`src/rtl/apb_master_arbiter.sv`:
```
// apb_master_arbiter: round-robin front end that sequences hold-until-ack
// requests from N_MASTER requesters onto one APB master interface.
module apb_master_arbiter #(
  parameter int A_WIDTH  = 32,
  parameter int WD_WIDTH = 32,
  parameter int RD_WIDTH = 32,
  parameter int N_MASTER = 4
) (
  input  logic                         sys_clk,
  input  logic                         sys_rstn,
  input  logic [N_MASTER-1:0]          m_req,
  input  logic [N_MASTER-1:0]          m_write,
  input  logic [N_MASTER*A_WIDTH-1:0]  m_addr,
  input  logic [N_MASTER*WD_WIDTH-1:0] m_wdata,
  output logic [N_MASTER-1:0]          m_ack,
  output logic [RD_WIDTH-1:0]          m_rdata,
  output logic                         m_err,
  output logic [A_WIDTH-1:0]           paddr,
  output logic                         pwrite,
  output logic [WD_WIDTH-1:0]          pwdata,
  output logic                         psel,
  output logic                         penable,
  input  logic [RD_WIDTH-1:0]          prdata,
  input  logic                         pready,
  input  logic                         pslverr
);

  localparam int IDX_W = (N_MASTER > 1) ? $clog2(N_MASTER) : 1;

  typedef enum logic [1:0] {IDLE, SETUP, ACCESS} state_t;

  state_t              state_reg, state_next;
  logic [IDX_W-1:0]    last_grant_reg, last_grant_next;
  logic [IDX_W-1:0]    winner_reg, winner_next;
  logic [A_WIDTH-1:0]  paddr_reg, paddr_next;
  logic                pwrite_reg, pwrite_next;
  logic [WD_WIDTH-1:0] pwdata_reg, pwdata_next;
  logic                psel_reg, psel_next;
  logic                penable_reg, penable_next;
  logic [N_MASTER-1:0] m_ack_reg, m_ack_next;
  logic [RD_WIDTH-1:0] m_rdata_reg, m_rdata_next;
  logic                m_err_reg, m_err_next;

  logic [N_MASTER-1:0] eligible;
  logic                grant_valid;
  logic [IDX_W-1:0]    grant_idx;
  logic [IDX_W-1:0]    cand_idx;
  int                  cand;

  // Round-robin search starting just after the last granted master; the master
  // being acked this cycle still holds m_req high, so it is masked out.
  always_comb begin
    eligible    = m_req & ~m_ack_reg;
    grant_valid = 1'b0;
    grant_idx   = '0;
    cand        = 0;
    cand_idx    = '0;
    for (int k = 1; k <= N_MASTER; k++) begin
      cand = int'(last_grant_reg) + k;
      if (cand >= N_MASTER) cand = cand - N_MASTER;
      cand_idx = IDX_W'(cand);
      if (!grant_valid && eligible[cand_idx]) begin
        grant_valid = 1'b1;
        grant_idx   = cand_idx;
      end
    end
  end

  // Next-state and next-output logic; every output is registered below.
  always_comb begin
    state_next      = state_reg;
    last_grant_next = last_grant_reg;
    winner_next     = winner_reg;
    paddr_next      = paddr_reg;
    pwrite_next     = pwrite_reg;
    pwdata_next     = pwdata_reg;
    psel_next       = psel_reg;
    penable_next    = penable_reg;
    m_ack_next      = '0;
    m_rdata_next    = m_rdata_reg;
    m_err_next      = m_err_reg;
    case (state_reg)
      IDLE: begin
        psel_next    = 1'b0;
        penable_next = 1'b0;
        if (grant_valid) begin
          paddr_next      = m_addr[grant_idx*A_WIDTH +: A_WIDTH];
          pwrite_next     = m_write[grant_idx];
          pwdata_next     = m_wdata[grant_idx*WD_WIDTH +: WD_WIDTH];
          winner_next     = grant_idx;
          last_grant_next = grant_idx;
          psel_next       = 1'b1;
          state_next      = SETUP;
        end
      end
      SETUP: begin
        psel_next    = 1'b1;
        penable_next = 1'b1;
        state_next   = ACCESS;
      end
      ACCESS: begin
        if (pready) begin
          psel_next    = 1'b0;
          penable_next = 1'b0;
          for (int i = 0; i < N_MASTER; i++) begin
            m_ack_next[i] = (winner_reg == IDX_W'(i));
          end
          m_err_next = pslverr;
          if (!pwrite_reg) m_rdata_next = prdata;
          state_next = IDLE;
        end
      end
      default: begin
        state_next   = IDLE;
        psel_next    = 1'b0;
        penable_next = 1'b0;
      end
    endcase
  end

  // State and output registers; reset drops any in-flight transfer.
  always_ff @(posedge sys_clk or negedge sys_rstn) begin
    if (!sys_rstn) begin
      state_reg      <= IDLE;
      last_grant_reg <= IDX_W'(N_MASTER - 1);
      winner_reg     <= '0;
      paddr_reg      <= '0;
      pwrite_reg     <= 1'b0;
      pwdata_reg     <= '0;
      psel_reg       <= 1'b0;
      penable_reg    <= 1'b0;
      m_ack_reg      <= '0;
      m_rdata_reg    <= '0;
      m_err_reg      <= 1'b0;
    end else begin
      state_reg      <= state_next;
      last_grant_reg <= last_grant_next;
      winner_reg     <= winner_next;
      paddr_reg      <= paddr_next;
      pwrite_reg     <= pwrite_next;
      pwdata_reg     <= pwdata_next;
      psel_reg       <= psel_next;
      penable_reg    <= penable_next;
      m_ack_reg      <= m_ack_next;
      m_rdata_reg    <= m_rdata_next;
      m_err_reg      <= m_err_next;
    end
  end

  assign paddr   = paddr_reg;
  assign pwrite  = pwrite_reg;
  assign pwdata  = pwdata_reg;
  assign psel    = psel_reg;
  assign penable = penable_reg;
  assign m_ack   = m_ack_reg;
  assign m_rdata = m_rdata_reg;
  assign m_err   = m_err_reg;

endmodule

```
`config.mk`:
```
export PLATFORM = sky130hd
export DESIGN_NAME = apb_master_arbiter
export DESIGN_NICKNAME = d
export VERILOG_FILES = /design/src/rtl/apb_master_arbiter.sv
export SDC_FILE = /design/constraint.sdc
export NUM_CORES = 1
export LEC_CHECK = 0
export BUFFER_PORTS_ARGS = -buffer_cell sky130_fd_sc_hd__buf_2
export CORE_AREA = 2 2 158 160
export DETAILED_ROUTE_END_ITERATION = 12
export DIE_AREA = 0 0 160 162
export SLEW_MARGIN = 10
export SYNTH_ARGS = -nofsm -noshare
export SYNTH_HDL_FRONTEND = slang
export SYNTH_SLANG_ARGS = --single-unit
```
`constraint.sdc`:
```
create_clock -name sys_clk -period 4.1 [get_ports sys_clk]
set_input_delay 0.82 -clock sys_clk [delete_from_list [all_inputs] [get_ports sys_clk]]
set_output_delay 0.82 -clock sys_clk [all_outputs]
set_load 0.005 [all_outputs]
```
==> run_results.csv, run 1 <==
group,metric,value,unit
cells_and_area,area_growth,43.37,%
setup_path,arrival,2.81,ns
routing,drcViolationCount,0,
clock_tree,clock_sink_count,110,
floorplanning,dieArea,0.02592,mm²
routing,drt-pass1-iter-count,4,
routing,wl_per_cell,16.66,µm
placement,dp_slack,1.118,ns
logic_synthesis,avgSynthCellArea,12.27,µm²
timing,setup_tns,0,ns
logic_synthesis,ys_top_cells_by_count,"mux2i_1 (130), dfrtp_1 (108), nand2_1 (74), o221ai_1 (35), mux2_2 (33)",
clock_tree,clockBufferDepth,2,
routing,wirelength,19.96,mm
timing,max_freq,380.6,MHz
clock_tree,insertion_delay,0.37,ns
clock_tree,ctsResizeCount,0,
power,swShare,40.45,%
clock_tree,cts-hold-fix-buffers,0,
logic_synthesis,synth_top_area_share,45.15,%
setup_path,reg2reg_depth,6,
routing,routed-wl-met2,10.21,mm
timing,period_share,64.08,%
logic_synthesis,synth.area.top_cells,"dfrtp_1 (45%), mux2i_1 (22%), o221ai_2 (7.5%), mux2_2 (6.2%), o221ai_1 (5.1%)",
grt,grt_use_total,14.88,%
clock_tree,root_buffer,"clkbuf_16",
timing,rsz0062_at_grt,"false",
timing,slew_headroom,33.09,%
logic_synthesis,synth-seq-cells,110,
power,p_seq_share,32.3,%
timing,drv_slew,0,
logic_synthesis,yosysTopAreaCell,"dfrtp_1",
logic_synthesis,netlist_area,0.005986,mm²
floorplanning,core_area,0.02411,mm²
grt,grt_max_degree,74,
cells_and_area,layout.nets,1169,
clock_tree,path_clk_slew,0.10,ns
setup_path,endpoint_kind,"flop",
clock_tree,post_cts_buffers,0,
grt,grt_pass1_wl,30.42,mm
cells_and_area,layout-drive-gt1-share,57.09,%
power,vdd_drop_max,424.3,µV
power,p_int,3563,µW
logic_synthesis,synth_most_common_cell,"mux2i_1",
clock_tree,cts_tree,"done",
cells_and_area,diodes,0,
logic_synthesis,synth_ff_type,"dfrtp_1",
setup_path,crit_family,"simple AND/OR/NAND/NOR gates",
power,p_sw,2420,µW
setup_path,slowest_delay,0.62,ns
setup_path,crit_cells,7,
floorplanning,start_util,24.83,%
cells_and_area,finish.utilization,35.60,%
status,status,"complete, no violations",
setup_path,crit_fanout,65,
power,p_leak,0.004478,µW
timing,fin_ws,1.473,ns
power,pwr-share-comb,51.5,%
logic_synthesis,ys_types,33,
setup_path,crit_buf_inv,2,
grt,grt_remaining_overflow,0,
setup_path,required,4.28,ns
routing,met3_wirelength,1.321,mm
grt,grt_pass1_vias,5506,
routing,top_layer,"met4",
power,clkPwrFrac,16.2,%
power,powerDensity,697.2,mW/mm²
logic_synthesis,async_flop_share,100.0,%
min_path,worstHoldPathType,"input pin to async pin",
setup_path,crit_chain,"buf_2 -> nor2b_4 -> a2111oi_0 -> or3_2 -> inv_2 -> nand2_4 -> o221ai_1",
placement,gp_congestion,0.7683,
timing,skew,0.01625,ns
floorplanning,fp-row-count,57,
timing,fin_crit,2.627,ns
routing,met1_length,8.175,mm
logic_synthesis,netlist_instances,488,
logic_synthesis,synth_edf_count,0,
timing,tightest_slew,1.004,ns
routing,first_iter_violations,242,
timing,hold_viol,0,
logic_synthesis,ys_seq_area_share,46.03,%
placement,hpwl,15.10,mm
floorplanning,die_w,160,µm
flow_run,drv_cap,0,
grt,antenna_found_initial,0,
placement,port_buffers,403,
setup_path,crit_slowest_cell,"nand2_4",
logic_synthesis,synth_nets,788,
floorplanning,die_h,162,µm
floorplanning,ios,404,
logic_synthesis,synth_warnings,0,
routing,via_count,5348,
routing,ant_nets,0,
setup_path,crit_path_start_kind,"input pin",
clock_tree,cts_made_buffers,9,
clock_tree,h-tree-depth,3,
routing,vias_per_cell,4.464,
setup_path,worst-setup-path-type,"input pin to flop",
cells_and_area,nFillCells,2425,
power,fin_total_pwr,5983,µW
timing,setup_violations,0,
[final cells by class]
class | instances | area (µm²) | share of cell area, %
flip-flops and latches | 110 | 2755 | 32.10
repair buffers | 410 | 2122 | 24.73
clock buffers | 9 | 225.2 | 2.624
well taps | 324 | 405.4 | 4.724
clock inverters | 7 | 96.34 | 1.123
multi-input cells | 335 | 2967 | 34.57
inverters | 3 | 11.26 | 0.1312
[final timing paths]
path / start / to / slack (ns)
setup / recovery: m_req[0] / pwdata[30]$_DFFE_PN0P_ / 1.47
hold / removal: sys_rstn / m_rdata[21]$_DFFE_PN0P_ / 0.44
setup reg to reg: last_grant_reg[1]$_DFFE_PN1P_ / paddr[10]$_DFFE_PN0P_ / 1.63
hold reg to reg: penable$_DFFE_PN0P_ / penable$_DFFE_PN0P_ / 0.48
max in group asynchronous: sys_rstn / paddr[3]$_DFFE_PN0P_ / 2.84
min in group sys_clk: penable$_DFFE_PN0P_ / penable$_DFFE_PN0P_ / 0.48
[routing by layer]
metal  up-vias  track usage [%]
met5         -                0
met1      2494            17.68
met3        15            2.860
li1       2600                -
met2       239            27.41
met4         0            4.136
[logic make-up after synthesis]
logic type / Yosys count / synth area share [%]
compound gates: 76 / 14.26
buf+inv: 43 / 4.641
flops: 110 / 46.03
simple gates: 96 / 7.128
mux: 163 / 27.95
[cells in the final DEF, fill, tap and decap left out, types with 4 or more instances in the layout]
cell type,count
buf_12,4
o221ai_1,35
nand2_1,73
mux2i_1,130
buf_2,402
nand2b_1,4
dfrtp_1,108
o221ai_2,30
buf_4,4
clkbuf_16,9
mux2_2,33
[power by group through the flow]
stage / combinational [µW] / sequential (µW) / clock, µW
2_1_floorplan: 2050 / 1960 / 0
3_3_place_gp: 3080 / 1950 / 0
3_5_place_dp: 3160 / 1940 / 0
4_1_cts: 3150 / 1940 / 1020
5_1_grt: 3370 / 2000 / 1060
6_report: 3080 / 1930 / 971
[stage by stage]
step | cells | area [µm²] | hold WS [ns]
final | 1198 | 8582 | 0.4409
after global routing | 1198 | 8582 | 0.4904
after CTS | 1198 | 8582 | 0.4755
after detailed placement | 1182 | 8260 | 0.4594
after global placement | 1182 | 8260 | 0.4574
after floorplan | 488 | 5986 | 0.4581
Note: power is estimated with default switching activity, not from simulation.
==> run 2, diff against run 1 <==
--- a/config.mk
+++ b/config.mk
@@ -5,10 +5,11 @@
 export SDC_FILE = /design/constraint.sdc
 export NUM_CORES = 1
 export LEC_CHECK = 0
+export ABC_AREA = 1
 export BUFFER_PORTS_ARGS = -buffer_cell sky130_fd_sc_hd__buf_2
-export CORE_AREA = 2 2 158 160
+export CORE_MARGIN = 2
+export CORE_UTILIZATION = 30
 export DETAILED_ROUTE_END_ITERATION = 12
-export DIE_AREA = 0 0 160 162
 export SLEW_MARGIN = 10
 export SYNTH_ARGS = -nofsm -noshare
 export SYNTH_HDL_FRONTEND = slang
==> constraint.sdc (replaced) <==
create_clock -name sys_clk -period 2.6 [get_ports sys_clk]
set_input_delay 0.52 -clock sys_clk [delete_from_list [all_inputs] [get_ports sys_clk]]
set_output_delay 0.52 -clock sys_clk [all_outputs]
set_load 0.005 [all_outputs]
==> run_results.csv, run 2 <==
group,metric,value,unit
routing,met1_length,11.89,mm
cells_and_area,layout-drive-gt1-share,30.93,%
floorplanning,die_h,166.4,µm
logic_synthesis,synth-seq-cells,110,
clock_tree,path_clk_slew,0.09,ns
logic_synthesis,synth.area.top_cells,"dfrtp_1 (34%), nand2_1 (20%), inv_1 (13%), nand4_1 (10%), nand3_1 (9.4%)",
timing,tightest_slew,0.7743,ns
timing,setup_violations,0,
timing,period_share,90.50,%
logic_synthesis,synth_warnings,0,
logic_synthesis,avgSynthCellArea,6.426,µm²
setup_path,r2r-end,"paddr[0]$_DFFE_PN0P_",
timing,hold_viol,0,
setup_path,crit_path_start_kind,"flop",
floorplanning,die_w,166.4,µm
setup_path,r2r_setup_slack,0.25,ns
routing,drcViolationCount,0,
clock_tree,cts_tree,"done",
logic_synthesis,synth_top_area_share,34.17,%
routing,wirelength,27.93,mm
logic_synthesis,yosysTopAreaCell,"dfrtp_1",
cells_and_area,multi_input_area,0.003719,mm²
floorplanning,dieArea,0.02768,mm²
clock_tree,cts-hold-fix-buffers,0,
timing,skew,0.01593,ns
power,vdd_drop_max,956.8,µV
timing,whs,0.1506,ns
grt,grt_use_total,19.60,%
setup_path,required,2.84,ns
routing,met3_wirelength,1.908,mm
timing,setup_tns,0,ns
logic_synthesis,ys_top_cells_by_count,"nand2_1 (419), inv_1 (269), nand3_1 (148), nand4_1 (130), dfrtp_1 (108)",
logic_synthesis,synth_ff_type,"dfrtp_1",
timing,drv_slew,0,
clock_tree,clockBufferDepth,2,
setup_path,r2r_start,"last_grant_reg[0]$_DFFE_PN1P_",
clock_tree,cts_made_buffers,9,
status,status,"complete, no violations",
placement,port_buffers,403,
setup_path,endpoint_kind,"flop",
timing,fin_crit,2.353,ns
clock_tree,h-tree-depth,3,
clock_tree,clock_sink_count,110,
routing,first_iter_violations,565,
cells_and_area,layout.nets,1879,
timing,slew_headroom,48.38,%
logic_synthesis,ys_types,27,
routing,via_count,9126,
setup_path,crit_fanout,31,
grt,grt_remaining_overflow,0,
setup_path,reg2reg_depth,12,
clock_tree,insertion_delay,0.36,ns
routing,drt-pass1-iter-count,6,
grt,grt_max_degree,76,
timing,max_freq,425.0,MHz
min_path,worstHoldPathType,"input pin to async pin",
power,powerDensity,1515,mW/mm²
logic_synthesis,async_flop_share,100.0,%
floorplanning,fp-row-count,59,
timing,rsz0062_at_grt,"false",
flow_run,drv_cap,0,
routing,ant_nets,0,
placement,hpwl,20.90,mm
routing,vias_per_cell,4.738,
setup_path,worst-setup-path-type,"flop to flop",
grt,grt_pass1_vias,8757,
cells_and_area,stdcell_count,1926,
cells_and_area,area_growth,34.43,%
routing,wl_per_cell,14.50,µm
floorplanning,core_area,0.02598,mm²
clock_tree,root_buffer,"clkbuf_16",
logic_synthesis,synth_most_common_cell,"nand2_1",
grt,grt_pass1_wl,44.49,mm
logic_synthesis,netlist_area,0.007910,mm²
power,p_leak,0.006690,µW
logic_synthesis,ys_seq_area_share,34.83,%
grt,antenna_found_initial,6,
placement,dp_cells,1902,
logic_synthesis,synth_nets,1531,
power,fin_total_pwr,16110,µW
cells_and_area,final_cell_mix,"nand2_1 (419), buf_2 (402), inv_1 (269)",
floorplanning,start_util,30.44,%
placement,gp_congestion,0.8568,
logic_synthesis,synth_edf_count,0,
cells_and_area,nFillCells,2806,
cells_and_area,mostFrequentLayoutCell,"nand2_1",
setup_path,arrival,2.59,ns
logic_synthesis,netlist_instances,1231,
cells_and_area,seq_area,0.002755,mm²
routing,top_layer,"met5",
routing,routed-wl-met2,13.12,mm
floorplanning,ios,404,
run 2: timing repair:
item,CTS,global route
buffers inserted,0,1
setup endpoints to repair,0,34
gates resized for setup,0,1
run 2: worst max-delay path, cell delays in order, from the launching register on:
cell	delay, ns
dfstp_2	0.65
nand3_1	0.17
nand3_1	0.11
nand2_1	0.14
nand2_1	0.18
nand2_1	0.11
nand2_4	0.11
buf_4	0.33
nand4_1	0.13
nand3_1	0.13
nand2_1	0.06
nand2_1	0.05
nand2_1	0.05
run 2: stage by stage:
step	worst slack, ns	instance area (µm²)	utilization, %
floorplan	0.6395	7910	-
global placement	0.2283	10300	39.66
detailed placement	0.1373	10300	39.66
CTS	0.1080	10600	40.78
global route	0.05597	10630	40.90
finish	0.2470	10630	40.92
run 2: report_power, final:
| part | switching, µW | internal [µW] |
|---|---|---|
| Sequential | 470 | 2630 |
| Combinational | 7200 | 4430 |
| Clock | 687 | 694 |
| Total | 8350 | 7750 |
run 2: worst max path at each step:
stage / from / to / slack (ns)
floorplan: last_grant_reg[0]$_DFFE_PN1P_ / paddr[2]$_DFFE_PN0P_ / 0.64
global placement: last_grant_reg[0]$_DFFE_PN1P_ / paddr[0]$_DFFE_PN0P_ / 0.23
detailed placement: last_grant_reg[0]$_DFFE_PN1P_ / paddr[0]$_DFFE_PN0P_ / 0.14
CTS: last_grant_reg[0]$_DFFE_PN1P_ / paddr[0]$_DFFE_PN0P_ / 0.11
global route: last_grant_reg[0]$_DFFE_PN1P_ / pwdata[15]$_DFFE_PN0P_ / 0.06
finish: last_grant_reg[0]$_DFFE_PN1P_ / paddr[0]$_DFFE_PN0P_ / 0.25
run 2: logic make-up (layout without fill, tap and decap cells):
family | after synthesis | after routing | synth area share, %
compound gates | 12 | 12 | 0.8066
buf+inv | 362 | 715 | 18.76
flops | 110 | 110 | 34.83
mux | 32 | 32 | 4.555
other cells | 0 | 7 | 0
simple gates | 715 | 715 | 41.05
run 2: layer usage:
layer  track usage (%)  up-vias
met2             32.70      401
met5                 0        -
li1                  -     4518
met3             3.289       68
met4             8.058        2
met1             25.22     4137
run 2: final cells by class:
class / instances / area share [%]
inverters: 273 / 9.660
well taps: 335 / 3.942
flip-flops and latches: 110 / 25.91
clock inverters: 6 / 0.4942
clock buffers: 10 / 2.247
diodes: 7 / 0.1647
multi-input cells: 759 / 34.97
repair buffers: 426 / 22.61
